## config.mk

```make
export PLATFORM = sky130hd
export DESIGN_NAME = fetch_unit_flat
export DESIGN_NICKNAME = d
export VERILOG_FILES = /design/src/rtl/fetch_unit_if.sv /design/src/rtl/fetch_unit.sv /design/src/flat_wrapper.sv
export SDC_FILE = /design/constraint.sdc
export NUM_CORES = 1
export LEC_CHECK = 0
export CAP_MARGIN = 20
export CORE_MARGIN = 8
export CORE_UTILIZATION = 52
export CTS_CLUSTER_SIZE = 8
export DETAILED_ROUTE_END_ITERATION = 7
export GPL_ROUTABILITY_DRIVEN = 1
export PLACE_DENSITY = 0.87
export SYNTH_ARGS = -nofsm -noshare
export SYNTH_HDL_FRONTEND = slang
export SYNTH_SLANG_ARGS = --single-unit
```

## constraint.sdc

```tcl
create_clock -name clk -period 4.45 [get_ports clk]
set_clock_uncertainty 0.15 [all_clocks]
set_input_delay 1.1125 -clock clk [delete_from_list [all_inputs] [get_ports clk]]
set_output_delay 1.1125 -clock clk [all_outputs]
set_load 0.01 [all_outputs]
```

## src/rtl/fetch_unit_if.sv

```systemverilog
// -----------------------------------------------------------------------------
// fetch_unit_if
// Purpose : Bundles the control, instruction-memory and status signals of the
//           instruction fetch unit so they travel as one port.
// Signals :
//   control (master -> slave) : pc_rst, pc_write, pc_sel, br_sel, ir_load
//   memory  (master -> slave) : imem_ack, imem_rdata[31:0]
//   memory  (slave -> master) : imem_req, imem_addr[15:0]
//   status  (slave -> master) : ir[31:0], opcode[3:0], mm[3:0], pc[15:0],
//                               fetch_busy, fetch_done, fetch_err
// Modports: master = sequencer / memory side, slave = fetch_unit.
// -----------------------------------------------------------------------------
interface fetch_unit_if;
  // Control from the sequencer
  logic        pc_rst;
  logic        pc_write;
  logic        pc_sel;
  logic        br_sel;
  logic        ir_load;

  // Instruction memory handshake
  logic        imem_req;
  logic [15:0] imem_addr;
  logic        imem_ack;
  logic [31:0] imem_rdata;

  // Status / architectural state
  logic [31:0] ir;
  logic [3:0]  opcode;
  logic [3:0]  mm;
  logic [15:0] pc;
  logic        fetch_busy;
  logic        fetch_done;
  logic        fetch_err;

  modport master (
    output pc_rst, pc_write, pc_sel, br_sel, ir_load,
    output imem_ack, imem_rdata,
    input  imem_req, imem_addr,
    input  ir, opcode, mm, pc, fetch_busy, fetch_done, fetch_err
  );

  modport slave (
    input  pc_rst, pc_write, pc_sel, br_sel, ir_load,
    input  imem_ack, imem_rdata,
    output imem_req, imem_addr,
    output ir, opcode, mm, pc, fetch_busy, fetch_done, fetch_err
  );
endinterface

```

## src/rtl/fetch_unit.sv

```systemverilog
// -----------------------------------------------------------------------------
// fetch_unit
// Purpose : Program counter plus a three-state instruction fetch engine.
//           A fetch is started with ir_load in IDLE; the unit raises imem_req
//           with the PC as address and holds it until imem_ack, then loads the
//           word into ir and pulses fetch_done for one cycle.
// Ports   :
//   clk    in   system clock, all state updates on the rising edge
//   rst_f  in   synchronous active-low reset
//   bus    slave modport of fetch_unit_if (control, memory and status)
// Option  : define FETCH_TIMEOUT_EN to compile in a 16-cycle request timeout
//           that aborts the fetch and sets the sticky fetch_err flag. Without
//           it a request waits indefinitely and fetch_err is constant 0.
// All outputs come straight from registers (opcode/mm are slices of ir).
// -----------------------------------------------------------------------------
module fetch_unit (
  input  logic         clk,
  input  logic         rst_f,
  fetch_unit_if.slave  bus
);

  typedef enum logic [1:0] {
    IDLE = 2'd0,
    REQ  = 2'd1,
    DONE = 2'd2
  } state_t;

  state_t      r_state;
  logic [15:0] r_pc;
  logic [31:0] r_ir;
  logic        r_imem_req;
  logic [15:0] r_imem_addr;
  logic        r_fetch_busy;
  logic        r_fetch_done;

`ifdef FETCH_TIMEOUT_EN
  logic [3:0]  r_tmo_cnt;
  logic        r_fetch_err;
`endif

  // Next-PC selection. Relative targets add the low half of ir as a 16-bit
  // two's-complement offset; the 16-bit add wraps naturally, so a negative
  // offset needs no explicit sign handling.
  logic [15:0] w_pc_inc;
  logic [15:0] w_pc_rel;
  logic [15:0] w_pc_target;
  logic [15:0] w_pc_next;

  always_comb begin
    w_pc_inc    = r_pc + 16'd1;
    w_pc_rel    = r_pc + r_ir[15:0];
    w_pc_target = bus.br_sel ? r_ir[15:0] : w_pc_rel;
    w_pc_next   = bus.pc_sel ? w_pc_target : w_pc_inc;
  end

  always_ff @(posedge clk) begin
    if (!rst_f) begin
      r_state      <= IDLE;
      r_pc         <= 16'h0000;
      r_ir         <= 32'h0000_0000;
      r_imem_req   <= 1'b0;
      r_imem_addr  <= 16'h0000;
      r_fetch_busy <= 1'b0;
      r_fetch_done <= 1'b0;
`ifdef FETCH_TIMEOUT_EN
      r_tmo_cnt    <= 4'd0;
      r_fetch_err  <= 1'b0;
`endif
    end else if (bus.pc_rst) begin
      // Aborts any fetch in flight; ir and imem_addr deliberately keep their
      // values so the last instruction stays visible.
      r_state      <= IDLE;
      r_pc         <= 16'h0000;
      r_imem_req   <= 1'b0;
      r_fetch_busy <= 1'b0;
      r_fetch_done <= 1'b0;
`ifdef FETCH_TIMEOUT_EN
      r_tmo_cnt    <= 4'd0;
      r_fetch_err  <= 1'b0;
`endif
    end else begin
      r_fetch_done <= 1'b0;
      case (r_state)
        IDLE: begin
          // pc_write and ir_load together: the fetch uses the PC before the
          // update because r_imem_addr samples the current r_pc.
          if (bus.pc_write) begin
            r_pc <= w_pc_next;
          end
          if (bus.ir_load) begin
            r_state      <= REQ;
            r_imem_addr  <= r_pc;
            r_imem_req   <= 1'b1;
            r_fetch_busy <= 1'b1;
`ifdef FETCH_TIMEOUT_EN
            r_tmo_cnt    <= 4'd0;
`endif
          end
        end

        REQ: begin
          // pc_write and ir_load are not looked at here: busy ignores them.
          if (bus.imem_ack) begin
            r_ir         <= bus.imem_rdata;
            r_imem_req   <= 1'b0;
            r_fetch_done <= 1'b1;
            r_state      <= DONE;
          end
`ifdef FETCH_TIMEOUT_EN
          // Counter holds 15 during the 16th request cycle; no ack by then
          // abandons the fetch without touching ir or fetch_done.
          else if (r_tmo_cnt == 4'hF) begin
            r_fetch_err  <= 1'b1;
            r_imem_req   <= 1'b0;
            r_fetch_busy <= 1'b0;
            r_state      <= IDLE;
          end else begin
            r_tmo_cnt    <= r_tmo_cnt + 4'd1;
          end
`endif
        end

        DONE: begin
          r_fetch_busy <= 1'b0;
          r_state      <= IDLE;
        end

        default: begin
          r_imem_req   <= 1'b0;
          r_fetch_busy <= 1'b0;
          r_state      <= IDLE;
        end
      endcase
    end
  end

  assign bus.pc         = r_pc;
  assign bus.ir         = r_ir;
  assign bus.opcode     = r_ir[31:28];
  assign bus.mm         = r_ir[27:24];
  assign bus.imem_req   = r_imem_req;
  assign bus.imem_addr  = r_imem_addr;
  assign bus.fetch_busy = r_fetch_busy;
  assign bus.fetch_done = r_fetch_done;
`ifdef FETCH_TIMEOUT_EN
  assign bus.fetch_err  = r_fetch_err;
`else
  assign bus.fetch_err  = 1'b0;
`endif

endmodule

```

## src/flat_wrapper.sv

```systemverilog
// flat-port wrapper written by rule: the top's interface ports become plain ports
module fetch_unit_flat 
  (clk, rst_f, bus_pc_rst, bus_pc_write, bus_pc_sel, bus_br_sel, bus_ir_load, bus_imem_ack, bus_imem_rdata, bus_imem_req, bus_imem_addr, bus_ir, bus_opcode, bus_mm, bus_pc, bus_fetch_busy, bus_fetch_done, bus_fetch_err);
  fetch_unit_if bus_i ();
  input  logic clk;
  input  logic rst_f;
  input wire logic [$bits(bus_i.pc_rst)-1:0] bus_pc_rst;
  input wire logic [$bits(bus_i.pc_write)-1:0] bus_pc_write;
  input wire logic [$bits(bus_i.pc_sel)-1:0] bus_pc_sel;
  input wire logic [$bits(bus_i.br_sel)-1:0] bus_br_sel;
  input wire logic [$bits(bus_i.ir_load)-1:0] bus_ir_load;
  input wire logic [$bits(bus_i.imem_ack)-1:0] bus_imem_ack;
  input wire logic [$bits(bus_i.imem_rdata)-1:0] bus_imem_rdata;
  output wire logic [$bits(bus_i.imem_req)-1:0] bus_imem_req;
  output wire logic [$bits(bus_i.imem_addr)-1:0] bus_imem_addr;
  output wire logic [$bits(bus_i.ir)-1:0] bus_ir;
  output wire logic [$bits(bus_i.opcode)-1:0] bus_opcode;
  output wire logic [$bits(bus_i.mm)-1:0] bus_mm;
  output wire logic [$bits(bus_i.pc)-1:0] bus_pc;
  output wire logic [$bits(bus_i.fetch_busy)-1:0] bus_fetch_busy;
  output wire logic [$bits(bus_i.fetch_done)-1:0] bus_fetch_done;
  output wire logic [$bits(bus_i.fetch_err)-1:0] bus_fetch_err;
  assign bus_i.pc_rst = bus_pc_rst;
  assign bus_i.pc_write = bus_pc_write;
  assign bus_i.pc_sel = bus_pc_sel;
  assign bus_i.br_sel = bus_br_sel;
  assign bus_i.ir_load = bus_ir_load;
  assign bus_i.imem_ack = bus_imem_ack;
  assign bus_i.imem_rdata = bus_imem_rdata;
  assign bus_imem_req = bus_i.imem_req;
  assign bus_imem_addr = bus_i.imem_addr;
  assign bus_ir = bus_i.ir;
  assign bus_opcode = bus_i.opcode;
  assign bus_mm = bus_i.mm;
  assign bus_pc = bus_i.pc;
  assign bus_fetch_busy = bus_i.fetch_busy;
  assign bus_fetch_done = bus_i.fetch_done;
  assign bus_fetch_err = bus_i.fetch_err;
  fetch_unit u_core (.clk(clk), .rst_f(rst_f), .bus(bus_i));
endmodule
```

# == Word level (Yosys, flattened, before mapping) ==
# Cells that the tools add are included.
# Widths: inputs -> output; s select.
# totals
ff_bits,69
input_bits,40
# classes
addsub,2
n_eq_ne,4
mux,10
bitwise,4
n_reduce_logical,9
# ops
op,count
$mux 16,2
$add 16x1->16 const B,1
$add 16x16->16,1
$reduce_and 3->1,3
$reduce_and 2->1,3
$mux 2,2
$ne 2x2->1 const B,2
$not 1->1,4
$pmux 2 s2,1
$mux 1,3
$pmux 1 s3,1
$reduce_or 3->1,1
$eq 2x1->1 const B,1
$eq 2x2->1 const B,1
$logic_not 2->1,1
$pmux 1 s2,1
$reduce_or 2->1,1

# == Longest topological paths before layout ==
# Gate-level depths: netlist (run 1).
# depth
depth_word,3
ltp_mapped,9
mapped_depth_nobuf,9

# == Worst setup path after synthesis (run 1) ==
# No wires, ideal clock.
# synth_path
path_kind,register to register
from,"register u_core.r_pc[0], in the netlist u_core.bus.pc[0]"
to,"register u_core.r_pc[14], in the netlist u_core.bus.pc[14]"
setup_ps,121
t_arrival_ps,2060
setup_slack_ps,2119
path_stages_with_launch,10
path_buffers,0
synth_period_minus_slack_ps,2331
path_cell_list,dfxtp_1 > ha_1 > fa_1 > a21oi_1 > o21ai_1 > a21oi_1 > o21ai_1 > a41oi_1 > xnor2_1 > a21oi_1
# synth_via
elab_chain_cells,3
word_cells_on_any_way,4
classes_between,add/sub: 2; mux: 2
# synth_lines
item,line,source
start: declaration,fetch_unit.sv:29,logic [15:0] r_pc;
start signal: assignment,fetch_unit.sv:88,r_pc <= w_pc_next;
$add 16x16->16,fetch_unit.sv:51,w_pc_rel = r_pc + r_ir[15:0];
$mux 16,fetch_unit.sv:52,w_pc_target = bus.br_sel ? r_ir[15:0] : w_pc_rel;
$mux 16 (*),fetch_unit.sv:53,w_pc_next = bus.pc_sel ? w_pc_target : w_pc_inc;
# Every way passes the cells marked *; elsewhere a longest branch is shown, timed or not.
# A chain may end at the register's enable or synchronous reset.

# == Final worst setup path (run 1) ==
# layout_path
from,input port bus_pc_sel
to,"register u_core.r_pc[15], in the netlist u_core.bus.pc[15]"
# layout_via
elab_chain_cells,1
# layout_lines
item,line,source
start: declaration,flat_wrapper.sv:9,input wire logic [$bits(bus_i.pc_sel)-1:0] bus_pc_sel;
$mux 16,fetch_unit.sv:53,
# No other way between the ends.

==> Flow_metrics.wiki, run 1 <==
{| class="wikitable"
! Metric !! Value
|-
| Crit path required time || about 4.5 ns
|-
| Total DRC errors in the routed layout || 0
|-
| Root Buffer || sky130_fd_sc_hd__clkbuf_8
|-
| Class of the most critical hold timing path || flop to flop
|-
| Synth Warn # || 0
|-
| Top-area cell type share of the netlist area || 0.3518
|-
| Synth Net Count || roughly 560
|-
| Total Power Consumption || around 1.3 mW
|-
| Antenna violation net count after detailed routing || 0
|-
| Critical path data arrival time || approximately 2.9 ns
|-
| Worst Path Max Fanout || 27
|-
| Via count of the first global-routing pass || between 3000 and 4000
|-
| Cell variety after synth || 66
|-
| Sum of routed wire length over all layers || 11810 um
|-
| Total number of vias || 3998
|-
| Count of max-cap constraint violations || 0
|-
| Per-instance average area after synthesis || 7.821 um^2
|-
| Max Clk Rate || ~350 MHz
|-
| Layout Nets || approximately 650
|-
| Number of antenna violations at the first check in global routing || 0
|-
| Static leakage power || a little under 2 nW
|-
| Overall overflow remaining after global route || 0
|-
| EDFF count, synth || 0
|-
| Full die area || about 11000 um^2
|-
| Cell area after layout || 5251 um^2
|-
| Start of the worst register-to-register path || u_core.bus.pc[0]
|-
| Post-CTS sizing || 0
|-
| Cell with the largest stage delay on the worst path || sky130_fd_sc_hd__clkdlybuf4s50_1
|-
| Reg-to-reg critical path endpoint || u_core.bus.pc[14]
|-
| Area delta synth->final || 33.75%
|-
| Vias per cell || roughly 5.7
|-
| Capture endpoint of the worst hold path || u_core.bus.imem_addr[5]
|-
| Placed Cells || 680
|-
| Die Y || 102.9 um
|-
| Diodes inserted || 0
|-
| DP Wirelength || ~9000 um
|-
| Maximum buffer depth of the clock tree || 2
|-
| Clock latency of the later-clocked register in the worst-skew pair || ~0.35 ns
|-
| Number of detailed-route iterations in the first pass || 7
|-
| Worst setup path class || input port to flop
|-
| Wire length of the first global-routing pass || approximately 19000 um
|-
| Clock edge transition at the registers on the reported setup and hold paths || about 0.07 ns
|-
| TritonCTS buffer count || 9
|-
| Placement row count || 31
|-
| Port bufs || between 100 and 150
|-
| Detailed router's first-iteration violation count || roughly 310
|-
| Cells taking the most area after synthesis || sky130_fd_sc_hd__dfxtp_1, sky130_fd_sc_hd__nand2_1, sky130_fd_sc_hd__a21boi_0
|-
| Maximum ir drop on the vdd rail || between 0.2 and 0.25 mV
|-
| Setup slack of the most critical reg-to-reg path || between 1.5 and 2 ns
|-
| Worst relative slew slack || 0.3399
|-
| Cell taking the most area after synthesis || sky130_fd_sc_hd__dfxtp_1
|-
| Time the final worst path needs with I/O delays and setup || around 2.8 ns
|-
| Number of H-tree levels || 3
|-
| Starting utilization of the core area || 0.5384
|-
| Count of final hold-check violations || 0
|-
| Hold Crit Depth || 2
|-
| Cell Count, Final, Fillers Out || 696
|-
| Power density over the cells || approximately 250 nW/um^2
|-
| Post-synthesis register bit count || approximately 70
|-
| Measured slew at the worst slew-check pin || 0.9848 ns
|-
| Unrepaired setup endpoints after global routing || no
|-
| CTS tree || yes
|-
| Detail-routed net length per standard cell || 16.97 um
|-
| Startpoint of the most critical hold path || u_core.bus.imem_addr[5]
|-
| Outcome || complete, no violations
|-
| Mapped Cells || about 500
|-
| Sequential fraction of the synthesis area || 0.3518
|-
| CP Launch Type || input port
|-
| Slew Limit Fails || 0
|-
| Timing startpoint of the critical path || bus_pc_sel
|-
| Delay contributed by the slowest stage of the critical path || 0.79 ns
|-
| Std-Cell Core Area || approximately 7300 um^2
|-
| Total cell area at the placement stage || 5032 um^2
|-
| Largest net degree at the start of global routing || 52
|-
| I/O pin count || 116
|-
| Width of the die || 102.9 um
|-
| Smallest setup slack after layout || 1.603 ns
|-
| CP Capture Type || flop
|-
| Cells along the critical path || clkdlybuf4s50_1 > buf_4 > nand2_1 > nor3_1 > a211oi_1 > o21ai_0 > a31oi_1
|-
| Final critical-path share of the clock period || 0.6399
|-
| Most instantiated flip-flop cell in the synthesis netlist || sky130_fd_sc_hd__dfxtp_1
|-
| Cell area after synthesis || about 3900 um^2
|-
| Cts-stage hold buffer count || 0
|-
| Ys async rst share || 0
|-
| GRT Total Usage || 0.2288
|-
| Layout cells sized above 1 || 0.06365
|-
| Weighted congestion reported at the end of routability-driven placement || 0.8704
|-
| Postcts setup bufs || 0
|-
| Total negative setup slack || 0 ns
|-
| Worst setup slack after placement || 1.284 ns
|-
| TritonCTS Sinks || 69
|-
| Total setup violations reported at the end of the flow || 0
|-
| Worst reg2reg path depth || 9
|}
==> sequential cells by signal (all words and copies together) (netlist names) <==
name,flops
u_core.bus.pc,16
u_core.bus.imem_addr,16
u_core.bus.ir,32
u_core.r_state,2
u_core.bus.fetch_done,1
u_core.bus.imem_req,1
u_core.bus.fetch_busy,1
==> cell usage after synthesis (4+ instances only) <==
master,count
sky130_fd_sc_hd__dfxtp_1,69
sky130_fd_sc_hd__inv_1,5
sky130_fd_sc_hd__a21boi_0,45
sky130_fd_sc_hd__clkbuf_1,20
sky130_fd_sc_hd__nand2_1,124
sky130_fd_sc_hd__nor2_1,20
sky130_fd_sc_hd__nor3_1,13
sky130_fd_sc_hd__buf_4,10
sky130_fd_sc_hd__nand3_1,11
sky130_fd_sc_hd__xnor2_1,10
sky130_fd_sc_hd__o21ai_0,24
sky130_fd_sc_hd__a21oi_1,29
sky130_fd_sc_hd__nand2b_1,7
sky130_fd_sc_hd__buf_2,6
sky130_fd_sc_hd__ha_1,16
sky130_fd_sc_hd__a31oi_1,11
sky130_fd_sc_hd__nand4_1,4
sky130_fd_sc_hd__a21o_1,8
==> area by class of cell <==
| cell class | instances | area [um^2] |
|---|---|---|
| clock inverter | 4 | 53.80 |
| fill | 595 | 2041 |
| inverter | 6 | 22.52 |
| multi-input combinational | 388 | 2333 |
| clock buffer | 12 | 165.2 |
| sequential | 69 | 1381 |
| tap | 99 | 123.9 |
| timing repair buffer | 118 | 1171 |
==> logic make-up (layout without fill, tap and decap cells) <==
logic type               after synthesis  in the layout  synth area share
buffers and inverters                 45            140           0.05513
flip-flops                            69             69            0.3518
multiplexers                           2              2          0.005099
XOR/XNOR                              13             13           0.02900
other                                  1              1         0.0009551
AND/OR/NAND/NOR                      202            202            0.2339
AO/OA/AOI/OAI                        153            153            0.2680
adder cells (fa/ha/maj)               17             17           0.05609
==> metrics by stage <==
| stage | util | hold WS (ns) |
|---|---|---|
| 2_1_floorplan | - | 0.3292 |
| 3_3_place_gp | 0.6901 | 0.2958 |
| 3_5_place_dp | 0.6901 | 0.2970 |
| 4_1_cts | 0.7201 | 0.3070 |
| 5_1_grt | 0.7201 | 0.3300 |
| 6_report | 0.7201 | 0.3037 |
==> critical path: cells and delay by family <==
family	cells	cell delay, ns
AO/OA/AOI/OAI	3	0.24
buffers and inverters	2	1.16
AND/OR/NAND/NOR	2	0.38
==> worst max-delay path by stage <==
stage | endpoint | slack (ns) | cells after the start
4_1_cts | bus_pc[1] | 1.61 | 1
2_1_floorplan | u_core.bus.pc[14] | 2.12 | 9
3_5_place_dp | u_core.bus.pc[15] | 1.28 | 6
6_report | u_core.bus.pc[15] | 1.60 | 7
3_3_place_gp | u_core.bus.pc[15] | 1.34 | 6
5_1_grt | u_core.bus.pc[15] | 1.43 | 6
==> routing by layer <==
layer / wire [um] / up-vias / global-route usage
met3: 1260 / 39 / 0.08980
li1: - / 1924 / -
met1: 4692 / 1832 / 0.2643
met4: 306 / 0 / 0.08899
met5: 0 / - / 0
met2: 5554 / 203 / 0.3717
==> placed cells by master, fill, tap and decap left out, types with 2 or more instances in the layout <==
cell type | Yosys | layout
sky130_fd_sc_hd__xor2_1 | 3 | 3
sky130_fd_sc_hd__ha_1 | 16 | 16
sky130_fd_sc_hd__nor3_1 | 13 | 12
sky130_fd_sc_hd__nor3_2 | 1 | 2
sky130_fd_sc_hd__o21ai_1 | 3 | 3
sky130_fd_sc_hd__and2_1 | 3 | 3
sky130_fd_sc_hd__buf_4 | 10 | 4
sky130_fd_sc_hd__o31ai_1 | 2 | 2
sky130_fd_sc_hd__dfxtp_1 | 69 | 69
sky130_fd_sc_hd__a21boi_0 | 45 | 45
sky130_fd_sc_hd__mux2i_1 | 2 | 2
sky130_fd_sc_hd__clkdlybuf4s50_1 | 0 | 114
sky130_fd_sc_hd__clkbuf_8 | 0 | 12
sky130_fd_sc_hd__nand2_1 | 124 | 124
sky130_fd_sc_hd__o221a_2 | 2 | 2
sky130_fd_sc_hd__a21oi_1 | 29 | 29
sky130_fd_sc_hd__a41oi_1 | 2 | 2
sky130_fd_sc_hd__o21ai_0 | 24 | 24
sky130_fd_sc_hd__a21o_1 | 8 | 8
sky130_fd_sc_hd__a21boi_1 | 3 | 3
sky130_fd_sc_hd__nor2_1 | 20 | 20
sky130_fd_sc_hd__a211oi_1 | 3 | 3
sky130_fd_sc_hd__nand4_1 | 4 | 4
sky130_fd_sc_hd__inv_1 | 5 | 5
sky130_fd_sc_hd__clkinvlp_4 | 0 | 2
sky130_fd_sc_hd__nor4_1 | 2 | 2
sky130_fd_sc_hd__and3_1 | 3 | 3
sky130_fd_sc_hd__nand2b_1 | 7 | 7
sky130_fd_sc_hd__nor2b_1 | 3 | 3
sky130_fd_sc_hd__o21bai_1 | 3 | 3
sky130_fd_sc_hd__xnor2_1 | 10 | 10
sky130_fd_sc_hd__a31oi_1 | 11 | 11
sky130_fd_sc_hd__nand3_1 | 11 | 11
==> power breakdown <==
part	internal (mW)	switching [mW]	total, mW
sequential	0.626	0.0137	0.640
clock	0.307	0.246	0.553
combinational	0.0736	0.0711	0.145
No activity file was read; power rests on OpenSTA's default activity.
==> inputs of run 2 (changes only) <==
--- a/config.mk
+++ b/config.mk
@@ -7,11 +7,11 @@
 export LEC_CHECK = 0
 export CAP_MARGIN = 20
 export CORE_MARGIN = 8
-export CORE_UTILIZATION = 52
+export CORE_UTILIZATION = 43
 export CTS_CLUSTER_SIZE = 8
 export DETAILED_ROUTE_END_ITERATION = 7
 export GPL_ROUTABILITY_DRIVEN = 1
-export PLACE_DENSITY = 0.87
+export PLACE_DENSITY = 0.77
 export SYNTH_ARGS = -nofsm -noshare
 export SYNTH_HDL_FRONTEND = slang
 export SYNTH_SLANG_ARGS = --single-unit
==> constraint.sdc (replaced) <==
create_clock -name clk -period 2.6 [get_ports clk]
set_clock_uncertainty 0.15 [all_clocks]
set_input_delay 0.65 -clock clk [delete_from_list [all_inputs] [get_ports clk]]
set_output_delay 0.65 -clock clk [all_outputs]
set_load 0.01 [all_outputs]
==> run 2 against run 1 <==
First-iteration DRC count is 1.3% lower. Utilization is 11 points lower. Hold slack better by 0.0057 ns. Non-clock buffer count is 30 higher. Sequential share of layout area is 1.4 points lower. Clock power is 83% higher. Combinational power is 95% higher. Count of clock-buffer cells in the layout is 2 lower. Register-to-register slack worse by 1.6 ns. Sequential cell count stayed put. Final area is 5.6% higher. Largest cell class unchanged. Largest power group unchanged.
==> Flow_metrics.wiki, run 2 (synthesis gave the netlist of run 1 again) <==
{| class="wikitable"
! Metric !! Value
|-
| Outcome || complete, no violations (unchanged)
|-
| Placement row count || 35 (was 31)
|-
| Max Clk Rate || about 400 MHz
|-
| TritonCTS buffer count || 9 (unchanged)
|-
| Worst setup slack after placement || 0.1064 ns (was 1.284 ns)
|-
| CTS tree || yes (unchanged)
|-
| Class of the most critical hold timing path || flop to flop (unchanged)
|-
| Weighted congestion reported at the end of routability-driven placement || 0.9528 (was 0.8704)
|-
| Clock edge transition at the registers on the reported setup and hold paths || 0.07 ns (about the same)
|-
| Power density over the cells || 429.8 nW/um^2 (was 254.7 nW/um^2)
|-
| Std-Cell Core Area || 9065 um^2 (was 7292 um^2)
|-
| Count of final hold-check violations || 0 (unchanged)
|-
| Worst relative slew slack || 0.6536 (was 0.3399)
|-
| CP Launch Type || flop (was input port)
|-
| Max FFs per register || 32 (unchanged)
|-
| Width of the die || 111.6 um (was 102.9 um)
|-
| Vias per cell || 5.511 (was 5.744)
|-
| Worst setup path class || flop to flop (was input port to flop)
|-
| Start of the worst register-to-register path || u_core.bus.ir[0] (was u_core.bus.pc[0])
|-
| Measured slew at the worst slew-check pin || 0.5184 ns (was 0.9848 ns)
|-
| Total number of vias || 4067 (was 3998)
|-
| CP Capture Type || flop (unchanged)
|-
| Maximum buffer depth of the clock tree || 2 (unchanged)
|-
| TritonCTS Sinks || 69 (unchanged)
|-
| Util after Layout || 0.6117 (was 0.7201)
|-
| Area delta synth->final || 41.24% (was 33.75%)
|-
| Most common library cell in the layout ignoring fill and taps || sky130_fd_sc_hd__nand2_1 (unchanged)
|-
| Unrepaired setup endpoints after global routing || no (unchanged)
|-
| Count of filler cells inserted in the layout || 801 (was 595)
|-
| Number of H-tree levels || 3 (unchanged)
|-
| Detailed router's first-iteration violation count || 307 (was 311)
|-
| Sum of routed wire length over all layers || 12690 um (was 11810 um)
|-
| Critical path data arrival time || 2.56 ns (was 2.90 ns)
|-
| Detail-routed net length per standard cell || 17.20 um (was 16.97 um)
|-
| Total negative setup slack || 0 ns (unchanged)
|-
| Root Buffer || sky130_fd_sc_hd__clkbuf_8 (unchanged)
|-
| Worst Path Max Fanout || 4 (was 27)
|-
| Antenna violation net count after detailed routing || 0 (unchanged)
|-
| Maximum ir drop on the vdd rail || 0.2634 mV (was 0.2060 mV)
|-
| DP Wirelength || 9806 um (was 8877 um)
|-
| Setup slack of the most critical reg-to-reg path || 0.12 ns (was 1.71 ns)
|-
| Smallest setup slack after layout || 0.1219 ns (was 1.603 ns)
|-
| Starting utilization of the core area || 0.4331 (was 0.5384)
|-
| Time the final worst path needs with I/O delays and setup || about 2.5 ns
|-
| GRT Total Usage || 0.2008 (was 0.2288)
|-
| Layout cells sized above 1 || 0.1100 (was 0.06365)
|-
| Total setup violations reported at the end of the flow || 0 (unchanged)
|-
| Leading cell types in the layout, fill and taps excluded || sky130_fd_sc_hd__nand2_1, sky130_fd_sc_hd__clkdlybuf4s50_1, sky130_fd_sc_hd__dfxtp_1 (unchanged)
|-
| I/O pin count || 116 (unchanged)
|-
| Postcts setup bufs || 0 (unchanged)
|-
| Timing startpoint of the critical path || u_core.bus.ir[0] (was bus_pc_sel)
|-
| Layout Nets || 679 (was 649)
|-
| Port bufs || 114 (unchanged)
|-
| Count of max-cap constraint violations || 0 (unchanged)
|-
| Number of antenna violations at the first check in global routing || 0 (unchanged)
|-
| Diodes inserted || 0 (unchanged)
|-
| Startpoint of the most critical hold path || u_core.bus.imem_addr[9] (was u_core.bus.imem_addr[5])
|-
| Overall overflow remaining after global route || 0 (unchanged)
|-
| Total DRC errors in the routed layout || 0 (unchanged)
|-
| Clock latency of the later-clocked register in the worst-skew pair || 0.35 ns (about the same)
|-
| Number of detailed-route iterations in the first pass || 5 (was 7)
|-
| Largest net degree at the start of global routing || 51 (was 52)
|-
| Crit path required time || 2.68 ns (was 4.50 ns)
|-
| Via count of the first global-routing pass || 4176 (was 3925)
|-
| Final critical-path share of the clock period || 0.9531
|-
| Die Y || 111.6 um (was 102.9 um)
|-
| Slew Limit Fails || 0 (unchanged)
|-
| Wire length of the first global-routing pass || 20500 um (was 19000 um)
|-
| Static leakage power || 2.107 nW (was 1.926 nW)
|-
| Full die area || 12440 um^2 (was 10590 um^2)
|}
## run 2: cell types whose count changed in the layout (fill, tap and decap cells not counted), sizes merged
cell      before  now
clkbuf        12   10
bufinv         1    2
clkinv         0    1
inv            7    8
clkinvlp       2    1
buf            4   34
## run 2: through the flow
stage	cells	hold WS [ns]	power, mW	cell area [um^2]
5_1_grt	738	0.3326	2.474	5545
3_5_place_dp	722	0.2996	1.391	5310
2_1_floorplan	502	0.3292	1.241	3926
3_3_place_gp	722	0.2941	1.386	5310
4_1_cts	738	0.3101	2.404	5542
6_report	738	0.3094	2.383	5545
## run 2: final timing paths
check,end,cells past startpoint
worst min register to register,u_core.bus.imem_addr[9],2
worst min-delay path,u_core.bus.imem_addr[9],2
worst max-delay path,u_core.bus.pc[14],9
worst max register to register,u_core.bus.pc[14],9
## run 2: metal layers
| metal | vias up | wire, um | GRT usage |
|---|---|---|---|
| met1 | 1889 | 5156 | 0.2285 |
| met4 | 0 | 159 | 0.06655 |
| met5 | - | 0 | 0 |
| li1 | 1990 | - | - |
| met3 | 14 | 1453 | 0.09145 |
| met2 | 174 | 5925 | 0.3269 |
## run 2: where the power goes
| part | total (mW) | internal [mW] | switching [mW] |
|---|---|---|---|
| clock | 1.01 | 0.575 | 0.440 |
| sequential | 1.09 | 1.07 | 0.0140 |
| combinational | 0.283 | 0.145 | 0.138 |
| total | 2.38 | 1.79 | 0.592 |
## run 2: final cells by class
class                           instances  area, um^2  share of cell area
Tap cell                              111       138.9             0.02505
Timing Repair Buffer                  148        1434              0.2586
Multi-Input combinational cell        388        2337              0.4215
Inverter                                6       22.52            0.004061
Clock inverter                          6       93.84             0.01692
Clock buffer                           10       137.6             0.02482
Sequential cell                        69        1381              0.2491
## run 2: worst max-delay path: stages (launching register included)
cell and delay, ns:
sky130_fd_sc_hd__dfxtp_1 0.33, sky130_fd_sc_hd__ha_1 0.21, sky130_fd_sc_hd__fa_1 0.42, sky130_fd_sc_hd__a21oi_2 0.20, sky130_fd_sc_hd__o21ai_1 0.12, sky130_fd_sc_hd__a21oi_1 0.28
sky130_fd_sc_hd__o21ai_1 0.17, sky130_fd_sc_hd__a41oi_1 0.27, sky130_fd_sc_hd__xnor2_1 0.15, sky130_fd_sc_hd__a21oi_1 0.08
## run 2: timing repair
action | 4_1_cts | 5_1_grt
hold buffers | 0 | 0
gates resized for setup | 0 | 1
hold endpoints to repair | 0 | 0
endpoints found under the setup margin | 0 | 2
